==> src/rtl/ifu_fetch_ctrl_if.sv <==
// Fetch-controller bus: instruction-memory request/response, execute redirect,
// and the decode-facing instruction handshake.
interface ifu_fetch_ctrl_if;
  logic        imem_req_valid;
  logic        imem_req_ready;
  logic [31:0] imem_req_addr;
  logic        imem_rsp_valid;
  logic [31:0] imem_rsp_data;
  logic        imem_rsp_err;
  logic        redirect_valid;
  logic [31:0] redirect_pc;
  logic        inst_valid;
  logic        inst_ready;
  logic [31:0] inst;
  logic [31:0] inst_pc;
  logic        inst_fault;
  logic [31:0] fetch_count;

  modport master (
    output imem_req_valid, imem_req_addr,
    input  imem_req_ready,
    input  imem_rsp_valid, imem_rsp_data, imem_rsp_err,
    input  redirect_valid, redirect_pc,
    output inst_valid, inst, inst_pc, inst_fault, fetch_count,
    input  inst_ready
  );

  modport slave (
    input  imem_req_valid, imem_req_addr,
    output imem_req_ready,
    output imem_rsp_valid, imem_rsp_data, imem_rsp_err,
    output redirect_valid, redirect_pc,
    input  inst_valid, inst, inst_pc, inst_fault, fetch_count,
    output inst_ready
  );
endinterface

==> src/rtl/ifu_fetch_ctrl.sv <==
// Multi-cycle instruction-fetch controller: owns the PC, keeps one memory read
// in flight at most, buffers the returned word and hands it to decode.
module ifu_fetch_ctrl #(
  parameter logic [31:0] RESET_PC = 32'h8000_0000
) (
  input logic               clk,
  input logic               rst,
  ifu_fetch_ctrl_if.master  bus
);

  typedef enum logic [2:0] {
    S_BOOT,
    S_REQ,
    S_WAIT,
    S_DROP,
    S_HOLD
  } state_t;

  state_t      r_state;
  logic [31:0] r_pc;
  logic [31:0] r_inst;
  logic [31:0] r_inst_pc;
  logic        r_fault;
  logic [31:0] r_count;

  logic        w_aligned;
  logic        w_req_valid;
  logic        w_req_hs;

  // Request is decoded from registered state only; ready never feeds back here.
  assign w_aligned   = (r_pc[1:0] == 2'b00);
  assign w_req_valid = (r_state == S_REQ) && w_aligned;
  assign w_req_hs    = w_req_valid && bus.imem_req_ready;

  assign bus.imem_req_valid = w_req_valid;
  assign bus.imem_req_addr  = r_pc;
  assign bus.inst_valid     = (r_state == S_HOLD);
  assign bus.inst           = r_inst;
  assign bus.inst_pc        = r_inst_pc;
  assign bus.inst_fault     = r_fault;
  assign bus.fetch_count    = r_count;

  always_ff @(posedge clk or negedge rst) begin
    if (!rst) begin
      r_state   <= S_BOOT;
      r_pc      <= RESET_PC;
      r_inst    <= 32'd0;
      r_inst_pc <= 32'd0;
      r_fault   <= 1'b0;
      r_count   <= 32'd0;
    end else begin
      case (r_state)
        S_BOOT: begin
          if (bus.redirect_valid) r_pc <= bus.redirect_pc;
          r_state <= S_REQ;
        end

        S_REQ: begin
          if (bus.redirect_valid) begin
            r_pc    <= bus.redirect_pc;
            r_state <= w_req_hs ? S_DROP : S_REQ;
          end else if (!w_aligned) begin
            // Misaligned PC faults locally without touching memory.
            r_inst    <= 32'd0;
            r_inst_pc <= r_pc;
            r_fault   <= 1'b1;
            r_state   <= S_HOLD;
          end else if (w_req_hs) begin
            r_state <= S_WAIT;
          end
        end

        S_WAIT: begin
          if (bus.redirect_valid) begin
            r_pc    <= bus.redirect_pc;
            r_state <= bus.imem_rsp_valid ? S_REQ : S_DROP;
          end else if (bus.imem_rsp_valid) begin
            r_inst    <= bus.imem_rsp_data;
            r_inst_pc <= r_pc;
            r_fault   <= bus.imem_rsp_err;
            r_state   <= S_HOLD;
          end
        end

        S_DROP: begin
          if (bus.redirect_valid) r_pc <= bus.redirect_pc;
          if (bus.imem_rsp_valid) r_state <= S_REQ;
        end

        S_HOLD: begin
          // A redirect squashes the buffered word even if decode takes it now.
          if (bus.redirect_valid) begin
            r_pc    <= bus.redirect_pc;
            r_state <= S_REQ;
          end else if (bus.inst_ready) begin
            r_pc    <= r_pc + 32'd4;
            r_count <= r_count + 32'd1;
            r_state <= S_REQ;
          end
        end

        default: r_state <= S_BOOT;
      endcase
    end
  end

endmodule

==> src/flat_wrapper.sv <==
// flat-port wrapper written by rule: the top's interface ports become plain ports
module ifu_fetch_ctrl_flat 
#(
  parameter logic [31:0] RESET_PC = 32'h8000_0000
)
  (clk, rst, bus_imem_req_valid, bus_imem_req_addr, bus_imem_req_ready, bus_imem_rsp_valid, bus_imem_rsp_data, bus_imem_rsp_err, bus_redirect_valid, bus_redirect_pc, bus_inst_valid, bus_inst, bus_inst_pc, bus_inst_fault, bus_fetch_count, bus_inst_ready);
  ifu_fetch_ctrl_if bus_i ();
  input logic clk;
  input logic rst;
  output wire logic [$bits(bus_i.imem_req_valid)-1:0] bus_imem_req_valid;
  output wire logic [$bits(bus_i.imem_req_addr)-1:0] bus_imem_req_addr;
  input wire logic [$bits(bus_i.imem_req_ready)-1:0] bus_imem_req_ready;
  input wire logic [$bits(bus_i.imem_rsp_valid)-1:0] bus_imem_rsp_valid;
  input wire logic [$bits(bus_i.imem_rsp_data)-1:0] bus_imem_rsp_data;
  input wire logic [$bits(bus_i.imem_rsp_err)-1:0] bus_imem_rsp_err;
  input wire logic [$bits(bus_i.redirect_valid)-1:0] bus_redirect_valid;
  input wire logic [$bits(bus_i.redirect_pc)-1:0] bus_redirect_pc;
  output wire logic [$bits(bus_i.inst_valid)-1:0] bus_inst_valid;
  output wire logic [$bits(bus_i.inst)-1:0] bus_inst;
  output wire logic [$bits(bus_i.inst_pc)-1:0] bus_inst_pc;
  output wire logic [$bits(bus_i.inst_fault)-1:0] bus_inst_fault;
  output wire logic [$bits(bus_i.fetch_count)-1:0] bus_fetch_count;
  input wire logic [$bits(bus_i.inst_ready)-1:0] bus_inst_ready;
  assign bus_imem_req_valid = bus_i.imem_req_valid;
  assign bus_imem_req_addr = bus_i.imem_req_addr;
  assign bus_i.imem_req_ready = bus_imem_req_ready;
  assign bus_i.imem_rsp_valid = bus_imem_rsp_valid;
  assign bus_i.imem_rsp_data = bus_imem_rsp_data;
  assign bus_i.imem_rsp_err = bus_imem_rsp_err;
  assign bus_i.redirect_valid = bus_redirect_valid;
  assign bus_i.redirect_pc = bus_redirect_pc;
  assign bus_inst_valid = bus_i.inst_valid;
  assign bus_inst = bus_i.inst;
  assign bus_inst_pc = bus_i.inst_pc;
  assign bus_inst_fault = bus_i.inst_fault;
  assign bus_fetch_count = bus_i.fetch_count;
  assign bus_i.inst_ready = bus_inst_ready;
  ifu_fetch_ctrl #(.RESET_PC(RESET_PC)) u_core (.clk(clk), .rst(rst), .bus(bus_i));
endmodule
==> config.mk <==
export PLATFORM = sky130hd
export DESIGN_NAME = ifu_fetch_ctrl_flat
export DESIGN_NICKNAME = d
export VERILOG_FILES = /design/src/rtl/ifu_fetch_ctrl_if.sv /design/src/rtl/ifu_fetch_ctrl.sv /design/src/flat_wrapper.sv
export SDC_FILE = /design/constraint.sdc
export NUM_CORES = 1
export LEC_CHECK = 0
export ABC_AREA = 1
export BUFFER_PORTS_ARGS = -buffer_cell sky130_fd_sc_hd__clkbuf_2
export CAP_MARGIN = 20
export CORE_ASPECT_RATIO = 0.8
export CORE_UTILIZATION = 40
export CTS_CLUSTER_DIAMETER = 150
export CTS_CLUSTER_SIZE = 8
export DETAILED_ROUTE_END_ITERATION = 10
export PLACE_DENSITY = 0.67
export SLEW_MARGIN = 20
export SYNTH_ARGS = -nofsm -noshare
export SYNTH_HDL_FRONTEND = slang
export SYNTH_SLANG_ARGS = --single-unit
==> constraint.sdc <==
create_clock -name clk -period 1.63 [get_ports clk]
set_clock_uncertainty 0.2 [all_clocks]
set_input_delay 0.326 -clock clk [delete_from_list [all_inputs] [get_ports clk]]
set_output_delay 0.326 -clock clk [all_outputs]
set_load 0.005 [all_outputs]
# Yosys cells after proc, flatten, opt, wreduce, memory -nomap -nowiden

Cells that the tools add are included.

Register bits: 132
Bits of input ports: 71
Output and inout port bits: 131
Logic and storage cells: 63

Add/sub/neg operators: 2
Eq/ne operators: 13
Muxes and demuxes: 30
Bitwise logic cells: 1
Reductions and logical operators: 11

Operators with widths:

| kind                  | number |
|---|---|
| $mux 32               | 11 |
| $pmux 32 s2           | 3 |
| $add 32x1->32 const B | 1 |
| $add 32x3->32 const B | 1 |
| $mux 3                | 8 |
| $pmux 3 s5            | 1 |
| $ne 2x2->1 const B    | 5 |
| $eq 3x2->1 const B    | 2 |
| $reduce_and 3->1      | 2 |
| $reduce_and 5->1      | 1 |
| $mux 1                | 4 |
| $mux 2                | 2 |
| $ne 4x4->1 const B    | 1 |
| $reduce_and 4->1      | 1 |
| $reduce_bool 2->1     | 2 |
| $reduce_or 4->1       | 1 |
| $eq 3x1->1 const B    | 1 |
| $eq 3x3->1 const B    | 1 |
| $logic_not 3->1       | 1 |
| $ne 3x2->1 const B    | 1 |
| $ne 3x3->1 const B    | 1 |
| $logic_and 1x1->1     | 2 |
| $logic_not 2->1       | 1 |
| $ne 2x1->1 const B    | 1 |
| other kinds (2)       | 2 |

# Depth between registers and ports, before layout

Gate-level depths: netlist of the first run.

Word-level depth: 7
Gate-level depth with buffers: 11
Mapped depth without buffers: 10

# Worst setup path before layout of the first run

No wires, ideal clock.

Kind: reg2reg
Start: register u_core.r_count[0] (netlist: u_core.bus.fetch_count[0])
End: register u_core.r_count[16] (netlist: u_core.bus.fetch_count[16])
Setup time: 117 ps
Data arrival time: 1525 ps
Required time: 1313 ps
Path slack: -212 ps
Stages on the path, launching flop included: 10
Path buffers: 0
Period minus slack after synthesis: 1842 ps
Cells stage by stage: dfrtp_1 -> ha_1 -> inv_1 -> nor2_1 -> and2_1 -> nand3_1 -> nor2_1 -> nand2_1 -> nand2_1 -> nand2_1

Cells in the longest elaborated chain, start to end: 1

Ends and longest elaborated chain:

| what                   | line                 | RTL |
|---|---|---|
| from (decl)            | ifu_fetch_ctrl.sv:24 | `logic [31:0] r_count;` |
| from (signal assigned) | ifu_fetch_ctrl.sv:97 | `r_count <= r_count + 32'd1;` |
| $add 32x1->32          | ifu_fetch_ctrl.sv:97 |  |

Every way passes these cells.
A chain may end at the register's enable or synchronous reset.

# Final worst setup path of the first run

Start: register u_core.r_state[0]
End: output bus_imem_req_valid

Cells in the longest elaborated chain, start to end: 2

Ends and longest elaborated chain:

| what                   | line                 | RTL |
|---|---|---|
| from (decl)            | ifu_fetch_ctrl.sv:19 | `state_t r_state;` |
| from (signal assigned) | ifu_fetch_ctrl.sv:61 | `r_state <= w_req_hs ? S_DROP : S_REQ;` |
| from (signal assigned) | ifu_fetch_ctrl.sv:76 | `r_state <= bus.imem_rsp_valid ? S_REQ : S_DROP;` |
| $eq 3x1->1             | ifu_fetch_ctrl.sv:32 | `assign w_req_valid = (r_state == S_REQ) && w_aligned;` |
| $logic_and 1x1->1      | ifu_fetch_ctrl.sv:32 |  |
| to (decl)              | flat_wrapper.sv:10   | `output wire logic [$bits(bus_i.imem_req_valid)-1:0] bus_imem_req_valid;` |

Every way passes these cells.

==> results of run 1 <==
-- registers in the layout (all words and copies together) (netlist names) --
register,count
u_core.bus.inst_pc,32
u_core.bus.inst,32
u_core.bus.inst_fault,1
u_core.r_state,3
u_core.bus.fetch_count,32
u_core.bus.imem_req_addr,32
-- synthesized netlist by cell type --
master	instances	area, sq um
nand2_1	427	1600
and2_1	1	6.26
nor3_4	1	16.3
nand4_1	12	75.1
nand2_2	1	6.26
o211ai_1	1	7.51
inv_2	5	18.8
nor2_2	1	6.26
a2bb2oi_1	1	8.76
xor2_1	11	96.3
nor2_1	118	443
buf_2	17	85.1
a21oi_1	14	70.1
o21ai_0	20	100
a31oi_1	1	6.26
xnor2_1	6	52.6
o21a_1	14	105
nand3_1	47	235
o21ai_1	53	265
buf_4	8	60.1
nor3_1	4	20.0
o22ai_1	2	12.5
clkbuf_1	10	37.5
dfrtp_1	131	3280
nand3b_1	13	97.6
mux2_2	2	22.5
ha_1	2	25.0
dfstp_2	1	26.3
inv_1	57	214
or2_2	10	62.6
-- kinds of logic after synthesis --
family | count (synthesis) | synth area share (%)
AO/OA/AOI/OAI | 106 | 8.15
XOR/XNOR | 17 | 2.11
adder cells (fa/ha/maj) | 2 | 0.354
buffers and inverters | 97 | 5.88
flip-flops | 132 | 46.8
multiplexers | 2 | 0.319
AND/OR/NAND/NOR | 635 | 36.4
-- power groups by stage --
stage	logic, W	clock network, W	registers [W]
floorplan	0.00296	0	0.00525
detailed placement	0.00623	0	0.00525
CTS	0.00745	0.00375	0.00524
finish	0.00897	0.00369	0.00540
global route	0.00972	0.00389	0.00553
global placement	0.00614	0	0.00523
-- path summary, 6_finish.rpt --
| kind | startpoint | to | slack (ns) | depth (start not counted) |
|---|---|---|---|---|
| worst max register to register | u_core.r_state[0]$_DFFE_PN0P_ | u_core.bus.inst_pc[4]$_DFFE_PN0P_ | -0.37 | 12 |
| min in group asynchronous | rst | u_core.bus.fetch_count[16]$_DFFE_PN0P_ | 0.10 | 2 |
| worst min-delay path | bus_redirect_pc[14] | u_core.bus.imem_req_addr[14]$_DFFE_PN0P_ | 0.01 | 4 |
| worst min register to register | u_core.bus.inst_pc[6]$_DFFE_PN0P_ | u_core.bus.inst_pc[6]$_DFFE_PN0P_ | 0.28 | 2 |
| worst max-delay path | u_core.r_state[0]$_DFFE_PN0P_ | bus_imem_req_valid | -0.37 | 6 |
| max in group asynchronous | rst | u_core.bus.imem_req_addr[31]$_DFFE_PN1P_ | 0.60 | 3 |
-- what timing repair did --
action,4_1_cts,5_1_grt
buffers inserted,14,10
cloned,8,11
setup endpoints to repair,150,170
hold buffers,39,0
resized for setup,56,144
endpoints found under the hold margin,169,0
pin swaps,2,6
-- per-stage QoR --
stage	TNS, ns	cells	setup slack, ns	util, %
6_report	-31.97	1609	-0.373	65.9
2_1_floorplan	-4.00	991	-0.0773	-
3_5_place_dp	-16.26	1502	-0.209	53.4
3_3_place_gp	-13.40	1502	-0.158	53.4
4_1_cts	-25.41	1592	-0.332	61.6
5_1_grt	-45.60	1609	-0.472	65.9
-- layout make-up --
| cell class | instances | area [sq um] | area share [%] |
|---|---|---|---|
| multi-input combinational | 762 | 3770 | 33.0 |
| sequential | 132 | 3320 | 29.1 |
| clock buffer | 20 | 447 | 3.91 |
| timing repair inverter | 1 | 8.76 | 0.0767 |
| inverter | 62 | 253 | 2.21 |
| clock inverter | 10 | 110 | 0.964 |
| tap | 225 | 282 | 2.46 |
| timing repair buffer | 397 | 3230 | 28.3 |
-- worst reg2reg max path: stages, from the launching register on --
cell     delay (ns)
dfrtp_1        0.42
inv_2          0.07
nor3_4         0.22
buf_4          0.15
inv_2          0.03
nand2_2        0.04
nand4_1        0.09
buf_6          0.17
buf_12         0.15
buf_6          0.12
buf_8          0.12
nand2_1        0.05
nand2_1        0.05
-- per-layer routing --
| metal | vias to the layer above | GRT usage, % | routed length (um) |
|---|---|---|---|
| li1 | 3896 | - | - |
| met3 | 33 | 6.28 | 1700 |
| met2 | 291 | 42.6 | 12100 |
| met1 | 3824 | 36.9 | 11300 |
| met4 | 0 | 7.26 | 421 |
| met5 | - | 0 | 0 |
==> run summary, run 1 <==
Die area -> 0.0182 sq mm
Post-synthesis cell count -> 991
Via density -> 5.00
Delay-heaviest family, CP -> flip-flops
Cell variety after synth -> 30
Status -> finished, violations left
CTS clk-pin slew, worst paths -> 0.06 ns
Slew @ Worst Pin -> 0.340 ns
DRT Wirelength -> 25600 um
Final slew viol count -> 0
CP most frequent cell -> inv_2
Die W -> 151 um
Most frequent cells in the layout -> nand2_1 (379), clkbuf_2 (195), dfrtp_1 (116)
Internal -> 0.0112 W
Ys Warns -> 0
Clk_lat worst skew -> 0.42 ns
Sw Share -> 38.2%
Core area -> 0.0173 sq mm
Slowest cell on crit path -> dfrtp_1
Number of fill cells -> 1457
Port Buffer Count -> 201
Endpoint class of the critical path -> primary output
Crit path required time -> 1.10 ns
TritonCTS clock tree -> done
Violated checks -> negative setup slack
Share of power burned in registers -> 29.9%
Most common cell after layout, fill and taps aside -> nand2_1
Starting DRT DRC Count -> 512
Nets@finish -> 1446
Crit Path Max Fanout -> 3
Mapped Nets -> 1064
Pwr/cell area -> 1580 mW/mm^2
WP data arrival -> 1.48 ns
GRT overflow -> 0
CTS root buf -> clkbuf_16
Slew headroom -> 77.3%
First-pass DRT Iterations -> 5
FP Rows -> 43
Clock sink count -> 132
DRT antenna net count -> 0
Post-placement cell area -> 0.00925 sq mm
Layout cell share with drive strength beyond 1 -> 37.9%
First-pass GRT wire length -> 37800 um
Vias in the first global route -> 7479
Total power -> 0.0181 W
Final hold slack -> 0.0137 ns
Starting density of the core -> 40.8%
Final Wtd Congestion -> 0.914
HPWL after detailed placement -> 16500 um
Syn Std Cell Area -> 0.00706 sq mm
Final setup vio count -> 135
Final Instance Area -> 0.0114 sq mm
Area delta synth->final -> 61.7%
Peak VDD IR -> 1.02 mV
Num CTS Buffers -> 17
Crit path largest cell delay -> 0.42 ns
Boundary Pins -> 202
Crit path buffers/inverters -> 4
Unrepaired setup endpoints after global routing -> yes
Largest net degree at the start of global routing -> 46
Tmin final -> 2.00 ns
Sequential share of the synthesized area -> 46.8%
Via count -> 8044
Net Switching -> 0.00690 W
Max-cap violations -> 0
Ant diodes -> 0
GRT Overall Usage -> 27.0%
Fmax -> 499 MHz
Combinational fraction of design power -> 49.7%
Worst-path cell chain -> inv_2 -> nor3_4 -> nand2_2 -> buf_6 -> inv_2 -> clkbuf_2
FF+latch count, synth -> 132
Routed wire per std cell -> 15.9 um
Kind of critical path -> reg -> out
Maximum clock path buffer count -> 2
Initial antenna violation count -> 0
P_leak -> 5.69 nW
Clk pwr share -> 20.4%
Post-Synthesis Mean Instance Area -> 7.13 sq um
Drt drc -> 0
Part of the cycle the worst path needs -> 123%
H-tree depth -> 4
CP Launch Type -> flip-flop
Die Ht -> 121 um
Slack of the critical path -> -0.373 ns
Final hold violation count -> 0
Worst hold path type -> in -> reg
(Power assumes the default switching activity.)
==> run 2: changes to the inputs <==
Settings changed: CORE_UTILIZATION 40 to 45, PLACE_DENSITY 0.67 to 0.73, SLEW_MARGIN 20 to not set.
==> run summary, run 2 (synthesized netlist as in run 1, its figures left out) <==
P_leak -> 6.18 nW
Die W -> 142 um
Endpoint class of the critical path -> flip-flop
FP Rows -> 40
H-tree depth -> 4
Most frequent cells in the layout -> nand2_1 (338), clkbuf_2 (192), dfrtp_1 (123)
CTS clk-pin slew, worst paths -> 0.06 ns
Most common cell after layout, fill and taps aside -> nand2_1
Setup TNS Final -> -45.19 ns
Ant diodes -> 0
Slack of the critical path -> -0.535 ns
Slew headroom -> 71.4%
Worst Setup SP -> u_core.r_state[1]$_DFFE_PN0P_
Drt drc -> 0
Crit path required time -> 1.73 ns
Pwr/cell area -> 1610 mW/mm^2
Clk_lat worst skew -> 0.42 ns
Tmin final -> 2.16 ns
TritonCTS clock tree -> done
Starting density of the core -> 46.6%
Unrepaired setup endpoints after global routing -> yes
Number of fill cells -> 843
Fin util -> 82.4%
Crit Path Max Fanout -> 6
Routed wire per std cell -> 19.1 um
Worst hold path type -> in -> reg
Kind of critical path -> reg -> reg
Critical Path Sink -> u_core.bus.inst[22]$_DFFE_PN0P_
Clock sink count -> 132
GRT Overall Usage -> 35.4%
Boundary Pins -> 202
Starting DRT DRC Count -> 921
Final Instance Area -> 0.0125 sq mm
Num CTS Buffers -> 17
Die Ht -> 114 um
First-pass GRT wire length -> 44000 um
DRT Wirelength -> 31400 um
Die area -> 0.0162 sq mm
Final hold slack -> -0.000558 ns
Maximum clock path buffer count -> 2
Status -> finished, violations left
GRT overflow -> 0
Part of the cycle the worst path needs -> 133%
Nets@finish -> 1496
CP Launch Type -> flip-flop
DRT antenna net count -> 0
Final slew viol count -> 0
Final Wtd Congestion -> 0.932
Slew @ Worst Pin -> 0.429 ns
Via density -> 5.50
WP data arrival -> 2.26 ns
Vias in the first global route -> 8627
Area delta synth->final -> 76.8%
Final hold violation count -> 1
Placement Setup Slack -> -0.158 ns
Reg-to-Reg Start -> u_core.r_state[1]$_DFFE_PN0P_
Port Buffer Count -> 201
Worst flop-to-flop path endpoint -> u_core.bus.inst[22]$_DFFE_PN0P_
Hold path start -> bus_redirect_pc[8]
Peak VDD IR -> 0.918 mV
Layout cell share with drive strength beyond 1 -> 44.9%
Post-placement cell area -> 0.00924 sq mm
Max-cap violations -> 0
Final setup vio count -> 138
CTS root buf -> clkbuf_16
First-pass DRT Iterations -> 8
Reg2reg setup slack -> -0.53 ns
Initial antenna violation count -> 0
FF-to-FF path depth -> 10
HPWL after detailed placement -> 16600 um
Fmax -> 462 MHz
Via count -> 9049
Violated checks -> negative hold slack, negative setup slack
Largest net degree at the start of global routing -> 39
Core area -> 0.0152 sq mm
run 2: worst min path at each step:
stage | endpoint | slack [ns] | cells after the start
floorplan | u_core.bus.fetch_count[0]$_DFFE_PN0P_ | -0.17 | 0
finish | u_core.bus.imem_req_addr[8]$_DFFE_PN0P_ | -0.0006 | 3
CTS | u_core.bus.imem_req_addr[22]$_DFFE_PN0P_ | 0.002 | 4
global placement | u_core.bus.fetch_count[26]$_DFFE_PN0P_ | 0.07 | 1
detailed placement | u_core.bus.fetch_count[26]$_DFFE_PN0P_ | 0.07 | 1
global route | u_core.bus.imem_req_addr[8]$_DFFE_PN0P_ | -0.002 | 3
run 2: final cells by class:
class,instances,area (sq um),area share [%]
Sequential cell,132,3310,26.5
Inverter,62,268,2.14
Clock buffer,20,457,3.66
Timing Repair Buffer,447,3860,30.9
Multi-Input combinational cell,762,4160,33.3
Tap cell,210,263,2.10
Clock inverter,12,154,1.23
Timing Repair inverter,1,11.3,0.0902
run 2: worst max-delay path, cell delays in order, from the launching register on:
cell	delay, ns
dfrtp_2	0.44
nor3_4	0.27
buf_6	0.14
inv_2	0.03
nand2_1	0.05
nand4_1	0.19
buf_6	0.23
buf_12	0.13
buf_16	0.13
nand2_1	0.13
o21ai_1	0.10
run 2: metrics by stage:
step | power (W) | instances | hold WS [ns]
after CTS | 0.0187 | 1627 | 0.00192
after floorplan | 0.00821 | 991 | -0.170
final | 0.0201 | 1646 | -0.000558
after global routing | 0.0210 | 1646 | -0.00230
after global placement | 0.0112 | 1488 | 0.0695
after detailed placement | 0.0114 | 1488 | 0.0702
run 2: metal layers:
layer | GRT usage (%) | routed length, um | vias to the layer above | share of wire (%)
li1 | - | - | 4016 | -
met1 | 42.4 | 11800 | 4315 | 38
met2 | 61.1 | 15200 | 581 | 48
met3 | 8.16 | 2880 | 137 | 9.2
met4 | 15.3 | 1510 | 0 | 4.8
met5 | 0 | 0 | - | 0
run 2: where the power goes:
part,total (W),internal [W],switching (W)
clock network,0.00402,0.00249,0.00153
registers,0.00542,0.00431,0.00111
logic,0.0107,0.00532,0.00534
run 2: what timing repair did:
item / in CTS / in global routing
hold buffers: 40 / 0
gates resized for setup: 219 / 172
gates cloned: 19 / 4
pin swaps: 58 / 29
setup buffers: 50 / 35
hold endpoints to repair: 171 / 0
endpoints found under the setup margin: 141 / 170
==> run 3: changes to the inputs <==
Clock period 1.63 ns to 1.93 ns, I/O delays scaled along.
==> run summary, run 3 (synthesized netlist as in run 1, its figures left out) <==
Status -> finished, violations left
Violated checks -> negative setup slack
Boundary Pins -> 202
Setup TNS Final -> -0.415 ns
Drt drc -> 0
First-pass DRT Iterations -> 7
Nets@finish -> 1350
H-tree depth -> 4
Die area -> 0.0162 sq mm
Core area -> 0.0152 sq mm
WP data arrival -> 1.42 ns
Total power -> 0.0132 W
Number of fill cells -> 1301
Final slew viol count -> 0
Via count -> 7652
Starting DRT DRC Count -> 556
FP Rows -> 40
Routed wire per std cell -> 15.2 um
Starting density of the core -> 46.6%
Worst hold path type -> in -> reg
Endpoint class of the critical path -> primary output
CP Launch Type -> flip-flop
Slew headroom -> 77.5%
Clock sink count -> 132
HPWL after detailed placement -> 15900 um
CTS clk-pin slew, worst paths -> 0.06 ns
Largest net degree at the start of global routing -> 47
Slack of the critical path -> -0.0778 ns
FF-to-FF path depth -> 10
Worst Setup SP -> u_core.r_state[1]$_DFFE_PN0P_
Peak VDD IR -> 0.750 mV
Critical Path Sink -> bus_imem_req_valid
Maximum clock path buffer count -> 2
Max-cap violations -> 0
Port Buffer Count -> 201
Die Ht -> 114 um
Initial antenna violation count -> 1
Num CTS Buffers -> 17
Crit Path Max Fanout -> 4
Reg-to-Reg Start -> u_core.r_state[1]$_DFFE_PN0P_
Via density -> 5.10
Slew @ Worst Pin -> 0.337 ns
Unrepaired setup endpoints after global routing -> yes
Most common cell after layout, fill and taps aside -> nand2_1
Final hold slack -> 0.0137 ns
GRT Overall Usage -> 27.9%
Most frequent cells in the layout -> nand2_1 (423), clkbuf_2 (200), dfrtp_1 (129)
CTS root buf -> clkbuf_16
Crit path required time -> 1.34 ns
GRT overflow -> 0
Worst flop-to-flop path endpoint -> u_core.bus.inst[31]$_DFFE_PN0P_
Tmin final -> 2.01 ns
Reg2reg setup slack -> -0.03 ns
Layout cell share with drive strength beyond 1 -> 27.3%
Kind of critical path -> reg -> out
Part of the cycle the worst path needs -> 104%
Die W -> 142 um
Pwr/cell area -> 1330 mW/mm^2
DRT Wirelength -> 22800 um
Vias in the first global route -> 7076
Final Wtd Congestion -> 0.998
DRT antenna net count -> 0
First-pass GRT wire length -> 35200 um
Area delta synth->final -> 40.5%
Final hold violation count -> 0
Fmax -> 498 MHz
Clk_lat worst skew -> 0.42 ns
Final setup vio count -> 32
P_leak -> 4.98 nW
TritonCTS clock tree -> done
## run 3: changes by cell type in the layout (fill, tap and decap cells not counted), moves of 9 or more
cell           delta
nand2_4          -25
buf_4            -35
nand2_2          -57
o21ai_1          +26
dlygate4sd3_1    -15
buf_16           -12
a21oi_1           +9
o21ai_2          -39
o21ai_0          +13
nand2_1          +85
buf_6            -81
## run 3: layer usage
layer  routed length (um)  share of wire (%)  track usage [%]
met1                 9930                 44             37.9
met2                10400                 46             43.6
met3                 1830                8.0             5.81
met4                  626                2.7             11.5
met5                    0                  0                0
## run 3: stage by stage
| stage | utilization [%] | setup slack (ns) | instance area (sq um) | std cells |
|---|---|---|---|---|
| final | 65.5 | -0.0778 | 9930 | 1501 |
| after floorplan | - | 0.0884 | 7060 | 991 |
| after global placement | 57.1 | 0.0965 | 8660 | 1421 |
| after CTS | 63.2 | -0.103 | 9580 | 1484 |
| after global routing | 65.5 | -0.150 | 9930 | 1501 |
| after detailed placement | 57.1 | 0.0703 | 8660 | 1421 |
## run 3: report_power, final
| part | leakage [nW] | total [W] | switching, W | internal (W) |
|---|---|---|---|---|
| combinational | 2.99 | 0.00534 | 0.00291 | 0.00244 |
| sequential | 1.70 | 0.00453 | 0.000893 | 0.00363 |
| clock | 0.293 | 0.00328 | 0.00122 | 0.00206 |
| total | 4.98 | 0.0132 | 0.00502 | 0.00813 |
## run 3: worst min-delay path by stage
stage | to | start | cells past startpoint
6_report | u_core.bus.inst[6]$_DFFE_PN0P_ | bus_imem_rsp_data[6] | 3
5_1_grt | u_core.bus.inst[6]$_DFFE_PN0P_ | bus_imem_rsp_data[6] | 3
4_1_cts | u_core.bus.inst[6]$_DFFE_PN0P_ | bus_imem_rsp_data[6] | 3
3_5_place_dp | u_core.bus.fetch_count[26]$_DFFE_PN0P_ | rst | 1
3_3_place_gp | u_core.bus.fetch_count[26]$_DFFE_PN0P_ | rst | 1
2_1_floorplan | u_core.bus.fetch_count[0]$_DFFE_PN0P_ | rst | 0
## run 3: critical path, stage by stage (launching register included)
cell and delay (ns):
dfrtp_2 0.45, nor3_4 0.22, nand2_2 0.09, buf_6 0.12, inv_2 0.03, clkbuf_2 0.09
## run 3: layout make-up
| class | count | area [sq um] | area share [%] |
|---|---|---|---|
| multi-input cells | 762 | 3430 | 34.6 |
| flip-flops and latches | 132 | 3310 | 33.3 |
| inverters | 62 | 238 | 2.40 |
| clock buffers | 19 | 443 | 4.46 |
| well taps | 210 | 263 | 2.65 |
| clock inverters | 13 | 156 | 1.58 |
| diodes | 1 | 2.50 | 0.0252 |
| repair buffers | 302 | 2090 | 21.0 |
## run 3: repair_timing
action / in CTS / in global routing
pin swaps: 2 / 4
setup buffers: 6 / 8
cloned: 0 / 8
gates resized for setup: 9 / 37
endpoints found under the hold margin: 134 / 0
hold buffers: 25 / 0
endpoints found under the setup margin: 1 / 109
